==> src/rtl/sa_onehot_clk_ctrl.sv <==
// One-hot clock-enable controller: walks NUM_PORTS clock-gate enables one at a time
// in test mode with a break-before-make gap, or registers functional enables otherwise.
module sa_onehot_clk_ctrl #(
    parameter  int NUM_PORTS  = 2,
    parameter  int CNT_W      = 8,
    parameter  int GAP_CYCLES = 2,
    localparam int IDX_W      = $clog2(NUM_PORTS)
) (
    input  logic                 sa_core_clk,
    input  logic                 sa_core_rstn,
    input  logic                 one_hot_enable,
    input  logic                 auto_mode,
    input  logic [CNT_W-1:0]     dwell,
    input  logic                 tp_step,
    input  logic [NUM_PORTS-1:0] func_en,
    output logic [NUM_PORTS-1:0] enable,
    output logic [IDX_W-1:0]     active_idx,
    output logic                 in_gap,
    output logic                 sweep_done
);

    localparam int GAP_W = $clog2(GAP_CYCLES + 1);

    typedef enum logic [1:0] {
        ST_FUNC   = 2'd0,
        ST_GAP    = 2'd1,
        ST_ACTIVE = 2'd2
    } state_t;

    state_t                 r_state;
    logic [NUM_PORTS-1:0]   r_enable;
    logic [IDX_W-1:0]       r_active_idx;
    logic                   r_in_gap;
    logic                   r_sweep_done;
    logic [GAP_W-1:0]       r_gap_cnt;
    logic [CNT_W-1:0]       r_dwell_cnt;

    logic                   w_advance;
    logic                   w_last_port;
    logic [NUM_PORTS-1:0]   w_port_en;

    function automatic logic [NUM_PORTS-1:0] onehot(input logic [IDX_W-1:0] idx);
        logic [NUM_PORTS-1:0] f;
        f      = '0;
        f[idx] = 1'b1;
        return f;
    endfunction

    assign w_port_en   = onehot(r_active_idx) & func_en;
    assign w_last_port = (r_active_idx == IDX_W'(NUM_PORTS - 1));
    // tp_step only counts in manual mode; auto mode compares against the live dwell value.
    assign w_advance   = auto_mode ? (r_dwell_cnt == dwell) : tp_step;

    always_ff @(posedge sa_core_clk or negedge sa_core_rstn) begin
        if (!sa_core_rstn) begin
            r_state      <= ST_FUNC;
            r_enable     <= '0;
            r_active_idx <= '0;
            r_in_gap     <= 1'b0;
            r_sweep_done <= 1'b0;
            r_gap_cnt    <= '0;
            r_dwell_cnt  <= '0;
        end else begin
            r_sweep_done <= 1'b0;
            case (r_state)
                ST_FUNC: begin
                    if (one_hot_enable) begin
                        r_state      <= ST_GAP;
                        r_in_gap     <= 1'b1;
                        r_enable     <= '0;
                        r_gap_cnt    <= GAP_W'(GAP_CYCLES - 1);
                        r_active_idx <= '0;
                    end else begin
                        r_enable     <= func_en;
                    end
                end
                ST_GAP: begin
                    r_enable <= '0;
                    if (r_gap_cnt != '0) begin
                        r_gap_cnt <= r_gap_cnt - 1'b1;
                    end else if (one_hot_enable) begin
                        r_state     <= ST_ACTIVE;
                        r_in_gap    <= 1'b0;
                        r_dwell_cnt <= '0;
                        r_enable    <= w_port_en;
                    end else begin
                        r_state      <= ST_FUNC;
                        r_in_gap     <= 1'b0;
                        r_enable     <= func_en;
                        r_active_idx <= '0;
                    end
                end
                ST_ACTIVE: begin
                    r_enable <= w_port_en;
                    if (r_dwell_cnt != {CNT_W{1'b1}}) begin
                        r_dwell_cnt <= r_dwell_cnt + 1'b1;
                    end
                    // Leaving test mode wins over an advance and never reports a sweep.
                    if (!one_hot_enable) begin
                        r_state   <= ST_GAP;
                        r_in_gap  <= 1'b1;
                        r_enable  <= '0;
                        r_gap_cnt <= GAP_W'(GAP_CYCLES - 1);
                    end else if (w_advance) begin
                        r_state      <= ST_GAP;
                        r_in_gap     <= 1'b1;
                        r_enable     <= '0;
                        r_gap_cnt    <= GAP_W'(GAP_CYCLES - 1);
                        r_active_idx <= w_last_port ? '0 : r_active_idx + 1'b1;
                        r_sweep_done <= w_last_port;
                    end
                end
                default: begin
                    r_state  <= ST_FUNC;
                    r_in_gap <= 1'b0;
                    r_enable <= '0;
                end
            endcase
        end
    end

    assign enable     = r_enable;
    assign active_idx = r_active_idx;
    assign in_gap     = r_in_gap;
    assign sweep_done = r_sweep_done;

endmodule

==> config.mk <==
export PLATFORM = sky130hd
export DESIGN_NAME = sa_onehot_clk_ctrl
export DESIGN_NICKNAME = d
export VERILOG_FILES = /design/src/rtl/sa_onehot_clk_ctrl.sv
export SDC_FILE = /design/constraint.sdc
export NUM_CORES = 1
export LEC_CHECK = 0
export CAP_MARGIN = 0
export CORE_ASPECT_RATIO = 1.1
export CORE_MARGIN = 1.5
export CORE_UTILIZATION = 30
export DETAILED_ROUTE_END_ITERATION = 8
export SLEW_MARGIN = 20
export SYNTH_ARGS = -nofsm -noshare
export SYNTH_HDL_FRONTEND = slang
export SYNTH_SLANG_ARGS = --single-unit
==> constraint.sdc <==
create_clock -name sa_core_clk -period 2.5 [get_ports sa_core_clk]
set_clock_uncertainty 0.1 [all_clocks]
set_input_delay 0.75 -clock sa_core_clk [delete_from_list [all_inputs] [get_ports sa_core_clk]]
set_output_delay 0.75 -clock sa_core_clk [all_outputs]
set_load 0.05 [all_outputs]
==> results.sh, run 1 <==
export IMPL_clkTransAtPathRegs_ns=0.11
export IMPL_rsz0062_at_grt="false"
export IMPL_design_area_um2=1280
export IMPL_p_leak_nw=0.518
export IMPL_min_path_type="flop to flop"
export IMPL_area_growth_pct=25.4
export IMPL_grt_pass1_vias=798
export IMPL_ctsHoldBuffers=0
export IMPL_dieArea_um2=3760
export IMPL_synth_seq_cells=17
export IMPL_syn_num_nets=127
export IMPL_holdPathStages=1
export IMPL_ctsHtreeMaxLevel=1
export IMPL_crit_fanout=6
export IMPL_yosys_warnings=0
export IMPL_synthCells=110
export IMPL_start_util=0.309
export IMPL_dr_pass1_iters=4
export IMPL_dp_slack_ns=0.0712
export IMPL_cts_root_buf="clkbuf_4"
export IMPL_hp_start="r_gap_cnt[0]"
export IMPL_cp_cell_sequence="clkdlybuf4s50_1"
export IMPL_finalWorstPathRequiredPeriod_ns=2.42
export IMPL_post_route_util=0.388
export IMPL_crit_arrival_ns=1.57
export IMPL_cts_tree="yes"
export IMPL_tightestPinTransition_ns=0.490
export IMPL_grt_pass1_wl_um=3540
export IMPL_overflow=0
export IMPL_dieWidth_um=58.6
export IMPL_setup_worst_path_end="active_idx"
export IMPL_num_vias=837
export IMPL_status="complete, no violations"
export IMPL_syn_mean_instance_area_um2=9.28
export IMPL_path_class="flop to output pin"
export IMPL_dp_cells=164
export IMPL_grt_usage=0.118
export IMPL_grt_antenna_before_repair=0
export IMPL_routed_via_density=4.98
export IMPL_ant_nets=0
export IMPL_async_reset_ff_frac=1.00
export IMPL_grt_max_degree=18
export IMPL_mostFrequentLayoutCells="clkdlybuf4s50_1 (19), dfrtp_1 (17), xnor2_1 (14), nor2_1 (14), nand2_1 (10)"
export IMPL_nNetsFinal=150
export IMPL_clk_latency_ns=0.29
export IMPL_r2r_end="r_dwell_cnt[7]"
export IMPL_cts_resized=0
export IMPL_clock_path_buffers=2
export IMPL_final_common_cell="clkdlybuf4s50_1"
export IMPL_dpl_hpwl_um=1540
export IMPL_setup_tns_ns=0
export IMPL_crit_path_start="active_idx"
export IMPL_critPathSlowestCell="clkdlybuf4s50_1"
export IMPL_power_density_nw_per_um2=861
export IMPL_peakVddDrop_mv=0.195
export IMPL_slowest_delay_ns=0.83
export IMPL_synth_main_ff_cell="dfrtp_1"
export IMPL_yosysUniqueCellTypes=33
export IMPL_maxSlewViolCount=0
export IMPL_drt_iter0_markers=24
export IMPL_max_cap_violations=0
export IMPL_clkSinkCount=17
export IMPL_critical_path_top_delay_family="buffers and inverters"
export IMPL_critPathBufInv=1
export IMPL_drc_errors=0
export IMPL_cts_buffers=3
export IMPL_wl_per_cell_um=12.0
export IMPL_gp_congestion=0.793
export IMPL_seq_area_frac_synth=0.417
export IMPL_finalNonFillerCells=168
export IMPL_setup_viol=0
export IMPL_diodes=0
export IMPL_fin_crit_sh=0.968
export IMPL_setup_ws_ns=0.0812
export IMPL_crit_required_ns=1.65
export IMPL_crit_path_start_kind="flop"
export IMPL_die_h_um=64.2
export IMPL_wl_um=2010
export IMPL_drive_above_1_share=0.106
export IMPL_worstReg2RegStart="r_gap_cnt[1]"
export IMPL_path_depth=1
export IMPL_netlist_area_um2=1020
export IMPL_post_cts_buffers=0
export IMPL_io_buffers=19
export IMPL_maxSlewHeadroom=0.673
export IMPL_ios=20
export IMPL_crit_path_end_kind="output pin"
export IMPL_r2r_slack_ns=0.71
export IMPL_row_count=22
export IMPL_core_area_um2=3300
export IMPL_placed_cell_area_um2=1250
export IMPL_hold_viol_final=0
export IMPL_fmax_mhz=413
export IMPL_r2r_cells=6
export IMPL_synth_edff_count=0
-- registers in the layout, indices dropped and copies added (netlist names) --
name,flops
in_gap,1
r_dwell_cnt,8
sweep_done,1
active_idx,1
r_gap_cnt,2
r_state,2
enable,2
-- power breakdown --
group,internal [mW],total (mW),switching [mW]
logic,0.219,0.507,0.288
registers,0.345,0.443,0.0978
clock network,0.0595,0.152,0.0924
total,0.624,1.10,0.478
-- worst min-delay path by stage --
stage                     slack (ns)            to
after floorplan                 0.35    active_idx
after global placement          0.40  r_gap_cnt[0]
after detailed placement        0.39  r_gap_cnt[0]
after CTS                       0.41  r_gap_cnt[0]
after global routing            0.44  r_gap_cnt[0]
final                           0.41  r_gap_cnt[0]
-- cells by family (layout without fill, tap and decap cells) --
logic type	after synthesis	after routing	synth area share
adders and majority gates	2	2	0.0245
xor gates and xnor gates	14	14	0.120
buffers and inverters	8	30	0.0404
DFF	17	17	0.417
AOI/OAI and AO/OA	23	23	0.175
and+or+nand+nor	46	46	0.223
-- area by class of cell --
| cell class | instances | area, µm² |
|---|---|---|
| timing repair buffer | 22 | 213 |
| fill | 348 | 2020 |
| clock buffer | 3 | 22.5 |
| clock inverter | 1 | 5.00 |
| inverter | 4 | 15.0 |
| multi-input combinational | 85 | 554 |
| sequential | 17 | 425 |
| tap | 36 | 45.0 |
-- metal layers --
metal  track usage  vias to the layer above  wire length [µm]
li1              -                      429                 -
met1         0.162                      389               987
met2         0.191                       17               958
met3        0.0243                        2                49
met4        0.0256                        0                15
met5             0                        -                 0
-- synthesized netlist by cell type (2+ instances only) --
master    instances  area (µm²)
nand3_1           8        40.0
a21oi_1           4        20.0
clkbuf_1          2        7.51
a211oi_1          2        15.0
nor2_1           14        52.6
nand2_1          10        37.5
inv_1             4        15.0
o21ai_2           2        17.5
nor3b_1           2        15.0
xnor2_1          14         123
o21ai_0           5        25.0
ha_1              2        25.0
nor3_1            2        10.0
dfrtp_1          17         425
nand4_1           2        12.5
nor2b_1           2        12.5
nand2b_1          2        12.5
-- through the flow --
step           hold WS [ns]  power [mW]
6_report              0.406        1.10
5_1_grt               0.438        1.20
4_1_cts               0.408        1.11
3_5_place_dp          0.391       0.958
3_3_place_gp          0.395       0.950
2_1_floorplan         0.354       0.810
Power figures use the tool's default switching activity.
==> inputs of run 2 (changes only) <==
- CAP_MARGIN: 0 -> 25
- CTS_CLUSTER_DIAMETER: default -> 80
==> results of run 2 <==
Same layout as run 1: the final DEF is identical, and so are final timing and power.
